--- config.mk ---
export PLATFORM = sky130hd
export DESIGN_NAME = dcache_uncached_port
export DESIGN_NICKNAME = d
export VERILOG_FILES = /design/src/rtl/dcache_pkg.sv /design/src/rtl/dcache_st_buf.sv /design/src/rtl/dcache_uncached_port.sv
export SDC_FILE = /design/constraint.sdc
export NUM_CORES = 1
export LEC_CHECK = 0
export CELL_PAD_IN_SITES_DETAIL_PLACEMENT = 1
export CELL_PAD_IN_SITES_GLOBAL_PLACEMENT = 2
export CORE_ASPECT_RATIO = 0.9
export CORE_MARGIN = 4
export CORE_UTILIZATION = 42
export DETAILED_ROUTE_END_ITERATION = 6
export DONT_BUFFER_PORTS = 1
export PLACE_DENSITY = 0.83
export SLEW_MARGIN = 0
export SYNTH_ARGS = -nofsm -noshare
export SYNTH_HDL_FRONTEND = slang
export SYNTH_HIERARCHICAL = 1
export SYNTH_SLANG_ARGS = --single-unit
--- constraint.sdc ---
create_clock -name clk -period 4.8 [get_ports clk]
set_input_delay 1.2 -clock clk [delete_from_list [all_inputs] [get_ports clk]]
set_output_delay 1.2 -clock clk [all_outputs]
set_load 0.02 [all_outputs]
--- src/rtl/dcache_pkg.sv ---
// Shared types and lane helpers for the uncached data-memory port.
// Helpers work on a 64-bit word; 32-bit instances zero-extend into them and truncate the result.
package dcache_pkg;

   localparam int unsigned MAX_DATA_W = 64;
   localparam int unsigned BYTES      = MAX_DATA_W / 8;
   localparam int unsigned OFF_W      = $clog2(BYTES);

   typedef enum logic [1:0] {
      SZ_BYTE  = 2'd0,
      SZ_HALF  = 2'd1,
      SZ_WORD  = 2'd2,
      SZ_DWORD = 2'd3
   } ldst_size_e;

   typedef enum logic [1:0] {
      LD_IDLE,
      LD_REQ,
      LD_WAIT,
      LD_DROP
   } ld_state_e;

   function automatic logic [BYTES-1:0] byte_en(input ldst_size_e size, input logic [OFF_W-1:0] off);
      logic [BYTES-1:0] m;
      case (size)
         SZ_BYTE: m = 8'h01;
         SZ_HALF: m = 8'h03;
         SZ_WORD: m = 8'h0F;
         default: m = 8'hFF;
      endcase
      return m << off;
   endfunction

   function automatic logic is_misaligned(input ldst_size_e size, input logic [OFF_W-1:0] off);
      logic r;
      case (size)
         SZ_HALF:  r = off[0];
         SZ_WORD:  r = |off[1:0];
         SZ_DWORD: r = |off[2:0];
         default:  r = 1'b0;
      endcase
      return r;
   endfunction

   function automatic logic [MAX_DATA_W-1:0] align_ext(input logic [MAX_DATA_W-1:0] word,
                                                       input logic [OFF_W-1:0] off,
                                                       input ldst_size_e size,
                                                       input logic sgn);
      logic [MAX_DATA_W-1:0] s;
      logic [MAX_DATA_W-1:0] r;
      s = word >> {off, 3'b000};
      case (size)
         SZ_BYTE: r = {{56{sgn & s[7]}},  s[7:0]};
         SZ_HALF: r = {{48{sgn & s[15]}}, s[15:0]};
         SZ_WORD: r = {{32{sgn & s[31]}}, s[31:0]};
         default: r = s;
      endcase
      return r;
   endfunction

endpackage

--- src/rtl/dcache_st_buf.sv ---
// Store-buffer FIFO of word-aligned, lane-shifted stores with a word-address match
// across all valid entries; the youngest matching entry wins.
module dcache_st_buf
   import dcache_pkg::*;
#(
   parameter int unsigned DATA_W    = 32,
   parameter int unsigned ADDR_W    = 32,
   parameter int unsigned STB_DEPTH = 4,
   localparam int unsigned NB       = DATA_W / 8,
   localparam int unsigned WA_W     = ADDR_W - $clog2(NB)
) (
   input  logic              clk,
   input  logic              reset,
   input  logic              push_i,
   input  logic [WA_W-1:0]   push_waddr_i,
   input  logic [DATA_W-1:0] push_data_i,
   input  logic [NB-1:0]     push_be_i,
   input  logic              pop_i,
   input  logic [WA_W-1:0]   lookup_waddr_i,
   output logic              full_o,
   output logic              empty_o,
   output logic              hit_any_o,
   output logic [DATA_W-1:0] hit_data_o,
   output logic [NB-1:0]     hit_be_o,
   output logic [WA_W-1:0]   head_waddr_o,
   output logic [DATA_W-1:0] head_data_o,
   output logic [NB-1:0]     head_be_o
);

   localparam int unsigned PTR_W = $clog2(STB_DEPTH);
   localparam int unsigned CNT_W = PTR_W + 1;

   logic [WA_W-1:0]   waddr_q [STB_DEPTH];
   logic [DATA_W-1:0] data_q  [STB_DEPTH];
   logic [NB-1:0]     be_q    [STB_DEPTH];
   logic [PTR_W-1:0]  rd_q, wr_q;
   logic [CNT_W-1:0]  cnt_q;
   logic [PTR_W-1:0]  idx;

   assign full_o       = (cnt_q == CNT_W'(STB_DEPTH));
   assign empty_o      = (cnt_q == '0);
   assign head_waddr_o = waddr_q[rd_q];
   assign head_data_o  = data_q[rd_q];
   assign head_be_o    = be_q[rd_q];

   // Walk oldest to youngest so the last match seen is the youngest store.
   always_comb begin
      hit_any_o  = 1'b0;
      hit_data_o = '0;
      hit_be_o   = '0;
      idx        = '0;
      for (int unsigned i = 0; i < STB_DEPTH; i++) begin
         idx = rd_q + PTR_W'(i);
         if ((CNT_W'(i) < cnt_q) && (waddr_q[idx] == lookup_waddr_i)) begin
            hit_any_o  = 1'b1;
            hit_data_o = data_q[idx];
            hit_be_o   = be_q[idx];
         end
      end
   end

   always_ff @(posedge clk or negedge reset) begin
      if (!reset) begin
         rd_q  <= '0;
         wr_q  <= '0;
         cnt_q <= '0;
         for (int unsigned i = 0; i < STB_DEPTH; i++) begin
            waddr_q[i] <= '0;
            data_q[i]  <= '0;
            be_q[i]    <= '0;
         end
      end else begin
         if (push_i) begin
            waddr_q[wr_q] <= push_waddr_i;
            data_q[wr_q]  <= push_data_i;
            be_q[wr_q]    <= push_be_i;
            wr_q          <= wr_q + 1'b1;
         end
         if (pop_i) begin
            rd_q <= rd_q + 1'b1;
         end
         case ({push_i, pop_i})
            2'b10:   cnt_q <= cnt_q + 1'b1;
            2'b01:   cnt_q <= cnt_q - 1'b1;
            default: ;
         endcase
      end
   end

endmodule

--- src/rtl/dcache_uncached_port.sv ---
// Uncached LSU data port: single outstanding aligned load plus a store buffer drained to memory.
// Define STORE_FWD_EN to let a load fully covered by the youngest matching buffered store be forwarded.
module dcache_uncached_port
   import dcache_pkg::*;
#(
   parameter int unsigned DATA_W    = 32,
   parameter int unsigned ADDR_W    = 32,
   parameter int unsigned STB_DEPTH = 4
) (
   input  logic                clk,
   input  logic                reset,
   input  logic                recoverFlag_i,
   input  logic                ldEn_i,
   input  logic [ADDR_W-1:0]   ldAddr_i,
   input  logic [1:0]          ldSize_i,
   input  logic                ldSigned_i,
   output logic                ldReady_o,
   output logic                ldDataValid_o,
   output logic [DATA_W-1:0]   ldData_o,
   output logic                ldMisalign_o,
   input  logic                stEn_i,
   input  logic [ADDR_W-1:0]   stAddr_i,
   input  logic [DATA_W-1:0]   stData_i,
   input  logic [1:0]          stSize_i,
   output logic                stReady_o,
   output logic                stMisalign_o,
   output logic                stBufEmpty_o,
   output logic [ADDR_W-1:0]   memLdAddr_o,
   output logic                memLdValid_o,
   input  logic                memLdReady_i,
   input  logic [DATA_W-1:0]   memLdData_i,
   input  logic                memLdDataValid_i,
   output logic [ADDR_W-1:0]   memStAddr_o,
   output logic [DATA_W-1:0]   memStData_o,
   output logic [DATA_W/8-1:0] memStByteEn_o,
   output logic                memStValid_o,
   input  logic                memStReady_i
);

   localparam int unsigned NB   = DATA_W / 8;
   localparam int unsigned NOFF = $clog2(NB);
   localparam int unsigned WA_W = ADDR_W - NOFF;
   localparam bit HAS_DWORD     = (DATA_W == 64);
`ifdef STORE_FWD_EN
   localparam bit FWD_EN = 1'b1;
`else
   localparam bit FWD_EN = 1'b0;
`endif

   ld_state_e         state_q;
   logic [OFF_W-1:0]  ld_off_q;
   ldst_size_e        ld_size_q;
   logic              ld_sgn_q;
   logic [ADDR_W-1:0] memLdAddr_q;
   logic              memLdValid_q, ldDataValid_q, ldMisalign_q, stMisalign_q;
   logic [DATA_W-1:0] ldData_q;

   ldst_size_e        ld_size, st_size;
   logic [OFF_W-1:0]  ld_off, st_off;
   logic              ld_mis, st_mis, ld_acc, st_acc, push, pop, fwd_ok;
   logic [NB-1:0]     ld_need_be, st_be;
   logic [DATA_W-1:0] st_masked, st_lane;
   logic              full, empty, hit_any;
   logic [DATA_W-1:0] hit_data, head_data;
   logic [NB-1:0]     hit_be, head_be;
   logic [WA_W-1:0]   head_waddr;

   assign ld_size    = ldst_size_e'(ldSize_i);
   assign st_size    = ldst_size_e'(stSize_i);
   assign ld_off     = OFF_W'(ldAddr_i[NOFF-1:0]);
   assign st_off     = OFF_W'(stAddr_i[NOFF-1:0]);
   assign ld_mis     = is_misaligned(ld_size, ld_off) || (!HAS_DWORD && ld_size == SZ_DWORD);
   assign st_mis     = is_misaligned(st_size, st_off) || (!HAS_DWORD && st_size == SZ_DWORD);
   assign ld_need_be = NB'(byte_en(ld_size, ld_off));
   assign st_be      = NB'(byte_en(st_size, st_off));

   assign fwd_ok    = FWD_EN && hit_any && !ld_mis && ((hit_be & ld_need_be) == ld_need_be);
   assign ldReady_o = reset && (state_q == LD_IDLE) && (!hit_any || fwd_ok);
   assign ld_acc    = ldEn_i && ldReady_o;

   assign stReady_o    = reset && !full;
   assign st_acc       = stEn_i && stReady_o;
   assign push         = st_acc && !st_mis;
   assign pop          = memStValid_o && memStReady_i;
   assign stBufEmpty_o = empty;
   assign memStValid_o = !empty;
   assign memStAddr_o  = {head_waddr, {NOFF{1'b0}}};
   assign memStData_o  = head_data;
   assign memStByteEn_o = head_be;

   assign memLdAddr_o   = memLdAddr_q;
   assign memLdValid_o  = memLdValid_q;
   assign ldDataValid_o = ldDataValid_q;
   assign ldData_o      = ldData_q;
   assign ldMisalign_o  = ldMisalign_q;
   assign stMisalign_o  = stMisalign_q;

   always_comb begin
      st_masked = stData_i;
      case (st_size)
         SZ_BYTE: st_masked = DATA_W'(stData_i[7:0]);
         SZ_HALF: st_masked = DATA_W'(stData_i[15:0]);
         SZ_WORD: st_masked = DATA_W'(stData_i[31:0]);
         default: ;
      endcase
      st_lane = st_masked << {st_off, 3'b000};
   end

   dcache_st_buf #(
      .DATA_W   (DATA_W),
      .ADDR_W   (ADDR_W),
      .STB_DEPTH(STB_DEPTH)
   ) u_st_buf (
      .clk           (clk),
      .reset         (reset),
      .push_i        (push),
      .push_waddr_i  (stAddr_i[ADDR_W-1:NOFF]),
      .push_data_i   (st_lane),
      .push_be_i     (st_be),
      .pop_i         (pop),
      .lookup_waddr_i(ldAddr_i[ADDR_W-1:NOFF]),
      .full_o        (full),
      .empty_o       (empty),
      .hit_any_o     (hit_any),
      .hit_data_o    (hit_data),
      .hit_be_o      (hit_be),
      .head_waddr_o  (head_waddr),
      .head_data_o   (head_data),
      .head_be_o     (head_be)
   );

   always_ff @(posedge clk or negedge reset) begin
      if (!reset) begin
         state_q       <= LD_IDLE;
         ld_off_q      <= '0;
         ld_size_q     <= SZ_BYTE;
         ld_sgn_q      <= 1'b0;
         memLdAddr_q   <= '0;
         memLdValid_q  <= 1'b0;
         ldDataValid_q <= 1'b0;
         ldMisalign_q  <= 1'b0;
         ldData_q      <= '0;
      end else begin
         ldDataValid_q <= 1'b0;
         ldMisalign_q  <= 1'b0;
         case (state_q)
            LD_IDLE: begin
               if (ld_acc) begin
                  if (ld_mis) begin
                     ldMisalign_q <= 1'b1;
                     ldData_q     <= '0;
                  end else if (fwd_ok) begin
                     ldData_q      <= DATA_W'(align_ext(MAX_DATA_W'(hit_data), ld_off, ld_size, ldSigned_i));
                     ldDataValid_q <= 1'b1;
                  end else begin
                     ld_off_q     <= ld_off;
                     ld_size_q    <= ld_size;
                     ld_sgn_q     <= ldSigned_i;
                     memLdAddr_q  <= {ldAddr_i[ADDR_W-1:NOFF], {NOFF{1'b0}}};
                     memLdValid_q <= 1'b1;
                     state_q      <= LD_REQ;
                  end
               end
            end
            LD_REQ: begin
               // A flush that coincides with the handshake still owes us a response to swallow.
               if (recoverFlag_i) begin
                  memLdValid_q <= 1'b0;
                  state_q      <= memLdReady_i ? LD_DROP : LD_IDLE;
               end else if (memLdReady_i) begin
                  memLdValid_q <= 1'b0;
                  state_q      <= LD_WAIT;
               end
            end
            LD_WAIT: begin
               if (recoverFlag_i) begin
                  state_q <= memLdDataValid_i ? LD_IDLE : LD_DROP;
               end else if (memLdDataValid_i) begin
                  ldData_q      <= DATA_W'(align_ext(MAX_DATA_W'(memLdData_i), ld_off_q, ld_size_q, ld_sgn_q));
                  ldDataValid_q <= 1'b1;
                  state_q       <= LD_IDLE;
               end
            end
            LD_DROP: begin
               if (memLdDataValid_i) begin
                  state_q <= LD_IDLE;
               end
            end
            default: state_q <= LD_IDLE;
         endcase
      end
   end

   always_ff @(posedge clk or negedge reset) begin
      if (!reset) begin
         stMisalign_q <= 1'b0;
      end else begin
         stMisalign_q <= st_acc && st_mis;
      end
   end

endmodule

==> results.md <==
* Wl on met1 at between 20000 and 30000 um
* DRC viols at 0
* Post-layout net count at about 1800
* Number of global-route vias before repair at 14780
* Max incr delay on CP at about 0.56 ns
* Crit Path Category: reg -> out
* DIE HEIGHT at around 210 um
* Syn. warnings at 6
* Num rows at 75
* Wire length on met2 at ~28000 um
* Cell Pwr Density at 785.6 mW/mm^2
* Worst vdd ir at 467.6 uV
* Crit-path cells: buf_12 > mux2i_1 > a221oi_1 > o21ai_0 > nor4_1 > nand4_1 > nand2_1 > or3_4 > nor4b_4
* Reg2reg setup slack at ~0.74 ns
* Drt first pass iters at 5
* Pin count of the biggest net entering global routing at ~350
* Fin crit period at around 4.7 ns
* Avg Vias per Cell at roughly 5.9
* # hold bufs at CTS at 0
* Minimum hold slack at 0.3274 ns
* RSZ-0062 raised after global routing: no
* CTS tree: built
* Post-synthesis average cell area at 11.69 sq um
* Final setup fails at 0
* Cells after DPL at 2226
* DRT iter0 DRCs at ~840
* Synth Cell Area at 0.01993 sq mm
* Die ar. at 0.05100 sq mm
* Initial Utilization at a little over two fifths
* Gr ovfl total at 0
* Final Slew Violations at 0
* Layout Skew at 0.02184 ns
* Hold Violations, Final at 0
* Chip width at roughly 240 um
* Antenna cells at 0
* Hpwl dp at around 44000 um
* CP endpoint kind: output pin
* Worst-margin pin slew at between 1 and 1.5 ns
* Post-Layout Inst Area at 0.02199 sq mm
* Length in cells of the worst reg-to-reg path at 13
* Port bufs at 0
* Routability Congestion at roughly 0.99
* Clk buf depth at 3
* GRT Overall Usage at about a quarter
* P_leak at between 9 and 10 nW
* Clk_lat worst skew at 0.59 ns
* Fin cells at around 2300
* P&R area growth vs syn at 10.33%
* DR top layer: met4
* Share of cells above drive strength 1 at between 30 and 40%
* DR vias at ~14000
* CTS sink count at between 300 and 400
* Worst-path clk slew at 0.06 ns
* Critical path arrival at 3.47 ns
* Setup WS pre-CTS at 0.5167 ns
* CP Launch Type: flip-flop
* Max frequency at roughly 210 MHz
* Fillcell total at about 4900
* Critical Path RT at 3.60 ns
* Max-capacitance violation count at 0
* CORE AREA at between 0.04 and 0.05 sq mm
* First-pass GRT wire length at around 94000 um
* Setup ws final at approximately 0.13 ns
* CP max stage cell: dfrtp_4
* Htree depth at 2
* Overall routed net length at just over 60000 um
* Setup TNS at 0 ns
* Routed wl met3 at ~5300 um
* DP Area at about 0.020 sq mm
* Syn Inst Count at 1705
* Period utilization at roughly 97%
* Reg-to-Reg Start: u_st_buf/rd_q[1]$_DFFE_PN0P_
* Slew headroom at approximately a fifth
* Routed WL per cell at 26.78 um
* Num CTS Buffers at 39
* Outcome: finished clean
* Clock root cell: clkbuf_16
* Initial antenna violation count at 1
* Reg-to-Reg End: ldData_o[26]$_DFFE_PN0P_
* Ports at ~280
* HP Class: in -> async
* Max FO, Critical Path at 21
* Routed Antenna Nets at 0
## final cells by class
cell class / count / area [sq um] / share of cell area (%)
Tap cell: 616 / 770.7 / 3.505
Timing Repair Buffer: 57 / 544.3 / 2.475
Clock buffer: 51 / 1101 / 5.007
Inverter: 16 / 66.31 / 0.3016
Clock inverter: 18 / 274.0 / 1.246
Multi-Input combinational cell: 1202 / 10620 / 48.28
Sequential cell: 344 / 8616 / 39.18
## worst max-delay path: cells and delay by family (launching register included)
| kind | cells | cell delay [ns] |
|---|---|---|
| flip-flops | 1 | 0.56 |
| multiplexers | 1 | 0.52 |
| AO/OA/AOI/OAI | 2 | 0.47 |
| buffers and inverters | 1 | 0.23 |
| AND/OR/NAND/NOR | 5 | 1.11 |
## flip-flops by register name, indices dropped and copies added, names as in the netlist, 2 cells and up
signal	count
u_st_buf/cnt_q	3
state_q	2
memLdAddr_o	30
u_st_buf/wr_q	2
u_st_buf/waddr_q	120
ldData_o	32
u_st_buf/data_q	128
ld_off_q	2
ld_size_q	2
u_st_buf/be_q	16
u_st_buf/rd_q	2
## worst max-delay path by stage
stage / start / endpoint / slack (ns) / depth (start not counted)
final: u_st_buf/rd_q[1]$_DFFE_PN0P_ / ldReady_o / 0.13 / 9
after global routing: u_st_buf/rd_q[1]$_DFFE_PN0P_ / ldReady_o / 0.005 / 9
after CTS: u_st_buf/rd_q[1]$_DFFE_PN0P_ / ldReady_o / 0.02 / 9
after detailed placement: u_st_buf/rd_q[1]$_DFFE_PN0P_ / ldReady_o / 0.52 / 9
after global placement: u_st_buf/rd_q[1]$_DFFE_PN0P_ / ldReady_o / 0.48 / 9
after floorplan: ldAddr_i[3] / ldReady_o / 0.64 / 8
## cells in the final DEF (no fill, tap or decap), types with 10 or more instances in the layout
cell	count
nand4_1	15
nand2_1	70
buf_4	48
dfrtp_1	342
xor2_1	43
mux2_2	379
a32oi_1	10
nand3b_1	10
nor4_1	10
inv_1	14
xnor2_1	69
clkbuf_16	40
nor2_1	133
mux2i_1	153
and2_1	15
o21ai_0	61
mux4_2	35
a21oi_1	42
o22ai_1	13
a221o_1	17
## repair_timing
action                     in CTS  in global routing
buffers inserted                4                  4
setup endpoints to repair       1                  1
cloned                          0                  1
pin swaps                       0                  0
resized for setup               1                  9
## through the flow
step | power, mW | util, %
finish | 17.27 | 47.05
global route | 18.21 | 47.05
CTS | 17.22 | 46.84
detailed placement | 13.89 | 43.79
global placement | 13.62 | 43.79
floorplan | 11.49 | -
## metal layers
metal | vias to the layer above | global-route usage [%]
met5 | - | 0
met4 | 0 | 5.604
met3 | 93 | 7.485
met2 | 442 | 37.15
met1 | 7106 | 31.62
li1 | 6034 | -
## report_power, final
group          total [mW]  internal [mW]  switching, mW
Clock                3.16           1.86           1.30
Sequential           5.58           4.18           1.40
Combinational        8.53           3.82           4.71
Total                17.3           9.86           7.41
Power figures use the tool's default switching activity.
